===== src/rtl/normal.sv =====
// Normal-mode timekeeping core: 24-hour hh:mm clock advanced by a 1 Hz clk,
// with an internal seconds counter and a range-checked synchronous time load.
module normal #(
  parameter int unsigned SEC_PER_MIN = 60
) (
  input  logic       clk,
  input  logic       rst,
  input  logic       set_time_flag,
  input  logic [4:0] i_hours,
  input  logic [5:0] i_minutes,
  output logic [4:0] o_hours,
  output logic [5:0] o_minutes
);

  // A 1-bit counter still covers the smallest legal SEC_PER_MIN of 2.
  localparam int unsigned SEC_W = (SEC_PER_MIN > 2) ? $clog2(SEC_PER_MIN) : 1;
  localparam logic [SEC_W-1:0] SEC_LAST = SEC_W'(SEC_PER_MIN - 1);
  localparam logic [5:0] MIN_LAST = 6'd59;
  localparam logic [4:0] HR_LAST  = 5'd23;

  logic [SEC_W-1:0] sec_q, sec_d;
  logic [5:0]       min_q, min_d;
  logic [4:0]       hr_q,  hr_d;

  logic load_ok;
  logic sec_wrap;
  logic min_wrap;
  logic hr_wrap;

  // Qualify the load request and detect the rollover points of each field.
  always_comb begin
    load_ok  = set_time_flag && (i_hours <= HR_LAST) && (i_minutes <= MIN_LAST);
    // >= rather than == keeps the counters self-correcting if ever out of range.
    sec_wrap = (sec_q >= SEC_LAST);
    min_wrap = (min_q >= MIN_LAST);
    hr_wrap  = (hr_q  >= HR_LAST);
  end

  // Next-state: an accepted load overrides counting, including rollover edges.
  always_comb begin
    sec_d = sec_q;
    min_d = min_q;
    hr_d  = hr_q;
    if (load_ok) begin
      sec_d = '0;
      min_d = i_minutes;
      hr_d  = i_hours;
    end else if (!sec_wrap) begin
      sec_d = sec_q + SEC_W'(1);
    end else begin
      sec_d = '0;
      if (!min_wrap) begin
        min_d = min_q + 6'd1;
      end else begin
        min_d = '0;
        hr_d  = hr_wrap ? '0 : (hr_q + 5'd1);
      end
    end
  end

  // Time registers; reset clears everything, including a partial minute.
  always_ff @(posedge clk or negedge rst) begin
    if (!rst) begin
      sec_q <= '0;
      min_q <= '0;
      hr_q  <= '0;
    end else begin
      sec_q <= sec_d;
      min_q <= min_d;
      hr_q  <= hr_d;
    end
  end

  assign o_hours   = hr_q;
  assign o_minutes = min_q;

endmodule


===== config.mk =====
export PLATFORM = sky130hd
export DESIGN_NAME = normal
export DESIGN_NICKNAME = d
export VERILOG_FILES = /design/src/rtl/normal.sv
export SDC_FILE = /design/constraint.sdc
export NUM_CORES = 1
export LEC_CHECK = 0
export BUFFER_PORTS_ARGS = -buffer_cell sky130_fd_sc_hd__buf_2
export CAP_MARGIN = 10
export CELL_PAD_IN_SITES_DETAIL_PLACEMENT = 0
export CELL_PAD_IN_SITES_GLOBAL_PLACEMENT = 1
export CORE_MARGIN = 2
export CORE_UTILIZATION = 34
export DETAILED_ROUTE_END_ITERATION = 7
export PLACE_DENSITY = 0.71
export REMOVE_ABC_BUFFERS = 1
export SYNTH_ARGS = -nofsm -noshare
export SYNTH_HDL_FRONTEND = slang
export SYNTH_SLANG_ARGS = --single-unit
export TNS_END_PERCENT = 10

===== constraint.sdc =====
create_clock -name clk -period 1.7 [get_ports clk]
set_input_delay 0.085 -clock clk [delete_from_list [all_inputs] [get_ports clk]]
set_output_delay 0.085 -clock clk [all_outputs]
set_load 0.1 [all_outputs]

==> run_results.csv <==
group,metric,value,unit
outcome,status,"finished, final reports clean",
logic_synthesis,ys_seq_elements,17,
global_routing,first_global_vias,1017,
timing,grt_setup_unrepaired,"true",
floorplan,die_y,57.6,um
logic_synthesis,synth_common_cells,"dfrtp_1, nor2_1, nand2_1, a31oi_1, nand3_1",
logic_synthesis,ys_warn_count,0,
routing,drc,0,
floorplan,dieArea,3320,um2
setup_path,cp_top_family,"simple AND/OR/NAND/NOR gates",
logic_synthesis,synth_flop_cell,"dfrtp_1",
timing,finalHoldViolations,0,
global_routing,grt_antenna_before_repair,0,
logic_synthesis,synth_xor_area_frac,0.0269,
timing,slew_viol_final,0,
timing,setup_tns,0,ns
routing,route.vias.total,1009,
floorplan,io_pins,25,
timing,fmax,590,MHz
power,power_density,1040,nW/um2
setup_path,r2r_setup_slack,0.005,ns
placement,gp_congestion,0.831,
timing,skew,0.000978,ns
logic_synthesis,synth_edf_count,0,
logic_synthesis,synth.top_cell.area_share,0.435,
global_routing,grt_first_pass_wirelength,4350,um
setup_path,start_kind,"register",
logic_synthesis,synth_area_leader_cell,"dfrtp_1",
clock_tree,cts-root-buf,"clkbuf_4",
global_routing,overflow,0,
clock_tree,clk_latency,0.28,ns
setup_path,ff2ff_path_depth,5,
timing,setup_viol,0,
logic_synthesis,synth-adder-area-share,0.0384,
logic_synthesis,synth_cell_type_count,32,
clock_tree,cts_buffer_depth,2,
floorplan,die-width,57.6,um
finish,fill_cells,245,
placement,dp.cells,174,
timing,period_share,0.997,
routing,dr.pass1.iters,4,
setup_path,critical_path_class,"register to register",
routing,wirelength,2550,um
min_path,hold_start,"i_hours[3]",
finish,syn2layout_area_growth,38.4,%
setup_path,cp.arrival,1.93,ns
setup_path,path_buf_inv,0,
logic_synthesis,synthesis.instances,109,
floorplan,start_util,0.357,
clock_tree,path_clk_slew,0.10,ns
logic_synthesis,synth_top_family_by_area,"compound AO/OA/AOI/OAI gates",
floorplan,coreArea,2730,um2
finish,drive_gt1_frac,0.342,
routing,vias_per_cell,5.51,
setup_path,cp_max_fo,2,
min_path,holdCritPathClass,"input port to register",
global_routing,track_usage,0.163,
timing,tightest_slew,0.490,ns
logic_synthesis,muxShareOfSynthArea,0,
logic_synthesis,syn_avg_cell_area,8.97,um2
finish,nNetsFinal,170,
setup_path,critPathMaxStageDelay,0.58,ns
routing,wire_per_inst,13.9,um
setup_path,path_cells,"ha_4 > o2111ai_4 > or4b_4 > o311ai_4 > o21a_1",
placement,port_buffers,24,
clock_tree,htree_num_levels,1,
logic_synthesis,ys_top_cells_by_area,"dfrtp_1, nor2_1, a31oi_1",
timing,slew_headroom,0.676,
logic_synthesis,synth-simple-area-share,0.228,
floorplan,rows,19,
logic_synthesis,seq_area_frac_synth,0.435,
routing,antenna_left,0,
run,cap_viol_max_count,0,
logic_synthesis,synth_compound_gate_area_share,0.247,
power,max-vdd-ir-drop,0.509,mV
setup_path,r2r_start,"sec_q[0]$_DFF_PN0_",
logic_synthesis,synthArstFlopShare,1.00,
min_path,worstHoldEndpoint,"o_hours[3]$_DFFE_PN0P_",
setup_path,required,1.93,ns
timing,min_period,1.70,ns
power,power.leakage,0.608,nW
setup_path,critPathCaptureType,"register",
clock_tree,cts_tree,"done",
logic_synthesis,synth_area,977,um2
routing,initialDrtViolationCount,38,
finish,post_layout_nonfiller_instances,183,
clock_tree,clock_sinks,17,
global_routing,grt_max_degree,26,
min_path,holdPathStages,2,
finish,antenna_cells,0,
placement,dp_hpwl,1850,um
clock_tree,numCtsBuffers,3,
setup_path,crit_slowest_cell,"or4b_4",
setup_path,r2r-end,"o_hours[3]$_DFFE_PN0P_",
## metrics by stage
step / power [mW] / util / setup WS [ns] / cell area, um2 / hold WS (ns)
global route: 1.50 / 0.495 / -0.0417 / 1350 / 0.0371
floorplan: 0.958 / - / -0.773 / 961 / -0.211
global placement: 1.14 / 0.448 / 0.0601 / 1220 / 0.0359
detailed placement: 1.14 / 0.448 / -0.0285 / 1220 / 0.0368
CTS: 1.38 / 0.469 / 0.0107 / 1280 / 0.0321
finish: 1.41 / 0.495 / 0.00488 / 1350 / 0.0379
## cells in the final DEF (no fill, tap or decap), types with 2 or more instances in the layout
master and instances:
o21ai_0 4, and2_1 2, a31oi_1 8, buf_4 16
nor2_1 17, nand3_1 8, a21oi_1 7, clkbuf_4 3
buf_2 24, dfrtp_1 17, inv_1 2, xor2_1 2
buf_6 2, o2111ai_4 2, o211ai_1 2, a21o_1 3
nand2_1 10, nand4b_1 2, nor3_1 3
## flip-flops by register name, indices dropped and copies added (netlist names)
| register | count |
|---|---|
| o_minutes | 6 |
| sec_q | 6 |
| o_hours | 5 |
## metal layers
| metal | global-route usage | share of wire |
|---|---|---|
| met4 | 0.0532 | 0.0031 |
| met3 | 0.0201 | 0.046 |
| met2 | 0.273 | 0.49 |
| met1 | 0.220 | 0.46 |
| met5 | 0 | 0 |
## area by class of cell
class,instances,area (um2),area share
repair buffers,43,273,0.202
clock buffers,4,26.3,0.0194
well taps,31,38.8,0.0287
multi-input cells,86,582,0.430
inverters,2,7.51,0.00555
flip-flops and latches,17,425,0.315
## worst max path at each step
stage,start,to,depth (start not counted)
floorplan,o_minutes[0]$_DFFE_PN0P_,o_hours[3]$_DFFE_PN0P_,5
global placement,sec_q[0]$_DFF_PN0_,o_hours[3]$_DFFE_PN0P_,5
detailed placement,sec_q[0]$_DFF_PN0_,o_hours[3]$_DFFE_PN0P_,5
CTS,sec_q[0]$_DFF_PN0_,o_hours[3]$_DFFE_PN0P_,5
global route,sec_q[0]$_DFF_PN0_,o_hours[3]$_DFFE_PN0P_,5
finish,sec_q[0]$_DFF_PN0_,o_hours[3]$_DFFE_PN0P_,5
## report_power, final
group | internal, mW | switching, mW
Combinational | 0.215 | 0.455
Sequential | 0.459 | 0.0644
Clock | 0.0911 | 0.127
Total | 0.765 | 0.646
## cells by family (layout without fill, tap and decap cells)
logic type | after synthesis | count (layout)
adders and majority gates | 3 | 3
DFF | 17 | 17
and+or+nand+nor | 47 | 47
buffers and inverters | 6 | 49
xor gates and xnor gates | 3 | 3
AOI/OAI and AO/OA | 33 | 33
## timing repair
item / 4_1_cts / 5_1_grt
hold buffers: 1 / 0
resized for setup: 3 / 8
endpoints found under the setup margin: 1 / 4
endpoints found under the hold margin: 17 / 0
setup buffers: 1 / 3
pin swaps: 0 / 1
(Power assumes the default switching activity.)
